**src/rtl/ddc_slv_pkg.sv**
```systemverilog
// DDC register buffer shared types.
// State encoding and default parameters.
package ddc_slv_pkg;

  typedef enum logic [1:0] {
    ST_IDLE,
    ST_OFFSET,
    ST_WDATA,
    ST_RDATA
  } ddc_st_t;

  localparam int         DDC_AW_DEF  = 8;
  localparam logic [7:0] DDC_RD_IDLE = 8'hFF;

endpackage

```
**src/rtl/ddc_slv_ram.sv**
```systemverilog
// DDC byte store: one pre-arbitrated write port,
// async prefetch and host read ports.
module ddc_slv_ram #(
  parameter int AW = 8
) (
  input  logic          ck_ref,
  input  logic          we,
  input  logic [AW-1:0] wa,
  input  logic [7:0]    wd,
  input  logic [AW-1:0] pa,
  output logic [7:0]    pd,
  input  logic [AW-1:0] ha,
  output logic [7:0]    hd
);

  localparam int DEPTH = 1 << AW;

  logic [7:0] mem [DEPTH];

  // Contents survive reset, so no reset branch.
  always_ff @(posedge ck_ref) begin
    if (we) mem[wa] <= wd;
  end

  assign pd = mem[pa];
  assign hd = mem[ha];

endmodule

```
**src/rtl/ddc_slv_regbuf.sv**
```systemverilog
// DDC/EDID register buffer behind the I2C slave.
// Offset pointer, sequential access, host port.
module ddc_slv_regbuf
  import ddc_slv_pkg::*;
#(
  parameter int         AW      = DDC_AW_DEF,
  parameter logic [7:0] RD_IDLE = DDC_RD_IDLE
) (
  input  logic          ck_ref,
  input  logic          rst_ref,
  input  logic          i2c_start,
  input  logic          i2c_read,
  input  logic          i2c_strobe,
  input  logic [7:0]    i2c_mst_data,
  input  logic          i2c_spc_stop,
  input  logic          r_ddc_wp,
  input  logic          host_we,
  input  logic [AW-1:0] host_addr,
  input  logic [7:0]    host_wdata,
  output logic [7:0]    i2c_slv_data,
  output logic [7:0]    host_rdata,
  output logic [AW-1:0] ddc_ptr,
  output logic          ddc_upd,
  output logic          ddc_coll
);

  ddc_st_t       st, st_nxt;
  logic [AW-1:0] ptr_nxt;
  logic [AW-1:0] ptr_inc;
  logic [AW-1:0] pf_addr;
  logic          i2c_we;
  logic          ld_slv;
  logic          wr_seen, wr_seen_nxt;
  logic          upd_nxt, coll_nxt;
  logic          mem_we;
  logic [AW-1:0] mem_wa;
  logic [7:0]    mem_wd;
  logic [7:0]    pf_data;
  logic [7:0]    hr_data;

  assign ptr_inc = ddc_ptr + AW'(1);

  // Host always wins the single write port.
  assign mem_we = host_we | i2c_we;
  assign mem_wa = host_we ? host_addr : ddc_ptr;
  assign mem_wd = host_we ? host_wdata : i2c_mst_data;

  ddc_slv_ram #(.AW(AW)) u_ram (
    .ck_ref (ck_ref),
    .we     (mem_we),
    .wa     (mem_wa),
    .wd     (mem_wd),
    .pa     (pf_addr),
    .pd     (pf_data),
    .ha     (host_addr),
    .hd     (hr_data)
  );

  // Next state, pointer, write request and pulses.
  always_comb begin
    st_nxt      = st;
    ptr_nxt     = ddc_ptr;
    pf_addr     = ddc_ptr;
    i2c_we      = 1'b0;
    ld_slv      = 1'b0;
    wr_seen_nxt = wr_seen;
    upd_nxt     = 1'b0;
    coll_nxt    = 1'b0;
    if (i2c_start) begin
      st_nxt = i2c_read ? ST_RDATA : ST_OFFSET;
      ld_slv = i2c_read;
    end else begin
      if (i2c_strobe) begin
        unique case (st)
          ST_IDLE: ;
          ST_OFFSET: begin
            ptr_nxt = i2c_mst_data[AW-1:0];
            st_nxt  = ST_WDATA;
          end
          ST_WDATA: begin
            ptr_nxt = ptr_inc;
            if (!r_ddc_wp) begin
              if (host_we) begin
                coll_nxt = 1'b1;
              end else begin
                i2c_we      = 1'b1;
                wr_seen_nxt = 1'b1;
              end
            end
          end
          ST_RDATA: begin
            ptr_nxt = ptr_inc;
            pf_addr = ptr_inc;
            ld_slv  = 1'b1;
          end
        endcase
      end
      if (i2c_spc_stop) st_nxt = ST_IDLE;
    end
    // Leaving a write burst reports whether anything landed.
    if (st == ST_WDATA && st_nxt != ST_WDATA) begin
      upd_nxt     = wr_seen_nxt;
      wr_seen_nxt = 1'b0;
    end
  end

  // State, pointer, read data and pulse registers.
  always_ff @(posedge ck_ref or negedge rst_ref) begin
    if (!rst_ref) begin
      st           <= ST_IDLE;
      ddc_ptr      <= '0;
      i2c_slv_data <= RD_IDLE;
      host_rdata   <= 8'h00;
      ddc_upd      <= 1'b0;
      ddc_coll     <= 1'b0;
      wr_seen      <= 1'b0;
    end else begin
      st         <= st_nxt;
      ddc_ptr    <= ptr_nxt;
      host_rdata <= hr_data;
      ddc_upd    <= upd_nxt;
      ddc_coll   <= coll_nxt;
      wr_seen    <= wr_seen_nxt;
      if (ld_slv) i2c_slv_data <= pf_data;
    end
  end

endmodule

```
**config.mk**
```make
export PLATFORM = sky130hd
export DESIGN_NAME = ddc_slv_regbuf
export DESIGN_NICKNAME = d
export VERILOG_FILES = /design/src/rtl/ddc_slv_pkg.sv /design/src/rtl/ddc_slv_ram.sv /design/src/rtl/ddc_slv_regbuf.sv
export SDC_FILE = /design/constraint.sdc
export NUM_CORES = 2
export LEC_CHECK = 0
export BUFFER_PORTS_ARGS = -buffer_cell sky130_fd_sc_hd__buf_2
export CAP_MARGIN = 0
export CORE_UTILIZATION = 45
export CTS_CLUSTER_SIZE = 12
export DETAILED_ROUTE_END_ITERATION = 10
export PLACE_DENSITY = 0.56
export SYNTH_ARGS = -nofsm -noshare
export SYNTH_HDL_FRONTEND = slang
export SYNTH_SLANG_ARGS = --single-unit
```
**constraint.sdc**
```tcl
create_clock -name ck_ref -period 4.15 [get_ports ck_ref]
set_clock_uncertainty 0.1 [all_clocks]
set_input_delay 0.415 -clock ck_ref [delete_from_list [all_inputs] [get_ports ck_ref]]
set_output_delay 0.415 -clock ck_ref [all_outputs]
set_load 0.03 [all_outputs]
```
==> flow_metrics.py <==
metrics = {
    "logic_synthesis": {
        "synth_compound_area_share_pct": 12.6,
        "yosys.area_share.simple_pct": 5.05,
        "ys.flop_type": "edfxtp_1",
        "synthCells": 6741,
        "synth_sequential_area_ratio_pct": 61.1,
        "synth_area_leader_cell": "edfxtp_1",
        "synth_area_um2": 102000,
        "ys_seq_elements": 2077,
        "synth_top_area_share_pct": 60.4,
        "synth_area_leaders": "edfxtp_1, mux4_2, o221ai_1",
        "synth_adder_area_share_pct": 0.0123,
        "synth_cell_type_count": 81,
        "ys_warn_count": 0,
        "synth_edf_count": 2048,
        "synth_top_family_by_area": "multiplexers",
        "ys_async_sr_fraction_pct": 1.40,
        "synth_area_per_cell_um2": 15.1,
        "syn-num-nets": 6774,
        "synth-xor-area-share_pct": 0.111,
        "synth_mux_area_share_pct": 18.2,
    },
    "drt": {
        "drtIter0Drc": 12300,
        "drt-wirelength-per-cell_um": 38.3,
        "drcViolationCount": 8,
        "dr_wl_met3_mm": 50.5,
        "highest_layer": "met5",
        "avgViaCountPerCell": 7.20,
        "drtPass1Iterations": 10,
        "final_antenna_net_count": 0,
        "dr_wl_met2_mm": 179,
        "wl_met1_mm": 149,
        "wirelength_mm": 400,
        "dr_total_vias": 75100,
    },
    "worst_setup_path": {
        "crit_type": "register to register",
        "worstPathBufferInverterCount": 6,
        "cp_cell_sequence": "nand4b_1 -> buf_4 -> buf_4 -> nor3_1 -> buf_4 -> xnor2_1 -> buf_12 -> nor2_1 -> buf_4 -> o21ai_0 -> nand4_1 -> o41ai_2 -> buf_4 -> nand4_1",
        "worst_setup_path_end_kind": "register",
        "cp_slowest_cell": "nor2_1",
        "cp.arrival_ps": 4950,
        "worstSetupStartpointType": "register",
        "crit_fanout": 9,
        "critPathRequiredTime_ps": 4880,
        "cp_top_family": "simple AND/OR/NAND/NOR gates",
        "cp_num_cells": 14,
        "slowest_delay_ps": 1050,
        "reg2regPathDepth": 14,
        "cpMostUsedCell": "buf_4",
    },
    "timing": {
        "maxSlewHeadroom_pct": 6.36,
        "max_freq_mhz": 237,
        "setup_tns_ps": -115,
        "slew_violations": 0,
        "hold-worst-slack_ps": 61.9,
        "finalHoldViolations": 0,
        "rsz0062_at_grt": "yes",
        "min_period_ps": 4220,
        "fin_ws_ps": -66.5,
        "fin_crit_sh_pct": 102,
        "tightest_slew_ps": 1400,
        "setup_violations": 4,
    },
    "floorplan": {
        "die_x_um": 478,
        "start_util_pct": 45.3,
        "die_area_um2": 228000,
        "core_area_um2": 225000,
        "rows": 174,
        "io_pins": 58,
        "fp.dieH_um": 478,
    },
    "layout": {
        "layout-drive-gt1-share_pct": 27.6,
        "postLayoutCellArea_um2": 119000,
        "area_growth_syn_to_layout_pct": 17.0,
        "nNetsFinal": 7296,
    },
    "power": {
        "powerDensity_nw_per_um2": 519,
        "leakage_nw": 38.2,
        "ir_drop_mv": 0.563,
        "finalPower_mw": 61.8,
    },
    "cts": {
        "cts_tree": "done",
        "h-tree-depth": 4,
        "cts_buffer_depth": 3,
        "cts-buffers-inserted": 222,
        "root_buffer": "clkbuf_16",
        "path_clk_slew_ps": 60,
        "clock-sinks": 2077,
        "insertion_delay_ps": 910,
    },
    "global_routing": {
        "grt_max_degree": 162,
        "grt_first_pass_wirelength_mm": 557,
        "gr-total-overflow": 0,
        "grt_pass1_vias": 71700,
        "track_usage_pct": 34.5,
        "antenna_found_initial": 37,
    },
    "place": {
        "place_ws_ps": -454,
        "port_buffers": 57,
        "dpl_cell_area_um2": 112000,
        "gp_congestion": 1.01,
        "detailedPlacementHpwl_mm": 268,
    },
    "flow_run": {
        "maxCapViolations": 0,
    },
    "status": {
        "run_status": "finished with violations",
        "violations": "design-rule violations, negative setup slack",
    },
    "hold_path": {
        "hold_path_class": "input pin to async pin",
    },
}
-- registers in the layout, summed over array words and instances, names as in the netlist --
name          flops
ddc_coll          1
ddc_upd           1
host_rdata        8
i2c_slv_data      8
st                2
wr_seen           1
ddc_ptr           8
u_ram.mem      2048
-- final cells by class --
class / count / area (um2)
diodes: 13 / 32.5
clock buffers: 286 / 5950
clock inverters: 104 / 1000
fillers: 18300 / 106000
inverters: 12 / 50.0
multi-input cells: 3987 / 37100
flip-flops and latches: 2077 / 62200
well taps: 2992 / 3740
repair buffers: 963 / 8950
-- path summary, 6_finish.rpt --
kind                              startpoint               to  slack, ps
worst min register to register       wr_seen          wr_seen        420
max in group asynchronous            rst_ref       ddc_ptr[0]       3220
worst max register to register         st[0]  i2c_slv_data[0]        -70
min in group ck_ref             host_addr[5]    host_rdata[6]        100
worst min-delay path                 rst_ref            st[1]         60
worst max-delay path                   st[0]  i2c_slv_data[0]        -70
-- cell usage in the layout (no fill, tap or decap), types with 12 or more instances in the layout --
cell,Yosys,routed
a221oi_1,48,48
nand2_2,0,16
dfrtp_1,21,19
or4_1,17,12
nor3_1,120,119
clkbuf_16,0,227
o221ai_1,523,523
o22a_1,28,28
nand2_1,473,454
nand3_1,67,67
a31oi_1,152,146
buf_4,10,745
and3_1,18,18
nor2_1,370,370
or3_1,29,29
o211ai_1,28,28
edfxtp_1,2048,2048
dlygate4sd3_1,0,18
bufinv_16,0,16
a311oi_1,28,26
buf_2,237,53
buf_12,0,142
clkbuf_1,296,54
nor4_1,23,22
mux2i_1,225,223
mux2_2,20,12
clkinv_2,0,29
nor2b_1,16,16
mux4_2,711,711
diode_2,0,13
a21oi_1,167,163
o22ai_1,398,394
clkinv_1,0,45
o21ai_0,281,278
a211oi_1,28,28
a32oi_1,14,14
o21a_1,23,22
-- power by group --
| group | leakage [nW] | switching (mW) | total [mW] | internal, mW |
|---|---|---|---|---|
| clock network | 3.38 | 8.48 | 19.5 | 11.0 |
| logic | 16.1 | 12.1 | 18.7 | 6.54 |
| registers | 18.7 | 0.279 | 23.7 | 23.4 |
-- cells by family after synthesis --
group                      Yosys count
muxes                              959
buffers and inverters              677
AOI/OAI and AO/OA                 1829
xor gates and xnor gates            12
adders and majority gates            1
DFF                               2077
and+or+nand+nor                   1186
-- cells in the mapped netlist (29+ instances only) --
library cell,number
o221ai_1,523
edfxtp_1,2048
nor3_1,120
mux4_2,711
nand2_1,473
a221oi_1,48
mux2i_1,225
buf_1,113
nor2_1,370
or3_1,29
buf_2,237
nand3_1,67
o21ai_0,281
a21oi_1,167
clkbuf_1,296
o22ai_1,398
a31oi_1,152
-- metrics by stage --
stage,std cells,utilization (%)
2_1_floorplan,6741,-
3_3_place_gp,10000,49.7
3_5_place_dp,10000,49.7
4_1_cts,10400,52.9
5_1_grt,10400,52.9
6_report,10400,53.0
-- routing by layer --
| layer | GRT usage, % | up-vias |
|---|---|---|
| met3 | 9.66 | 954 |
| met4 | 16.4 | 28 |
| met1 | 46.4 | 38900 |
| met5 | 0 | - |
| li1 | - | 29700 |
| met2 | 51.7 | 5531 |
-- what timing repair did --
| action | CTS | global route |
|---|---|---|
| hold buffers | 18 | 0 |
| hold endpoints to repair | 50 | 0 |
| pin swaps | 1 | 2 |
| setup endpoints to repair | 8 | 7 |
| buffers inserted | 1 | 0 |
| resized for setup | 11 | 23 |
Power figures use the tool's default switching activity.
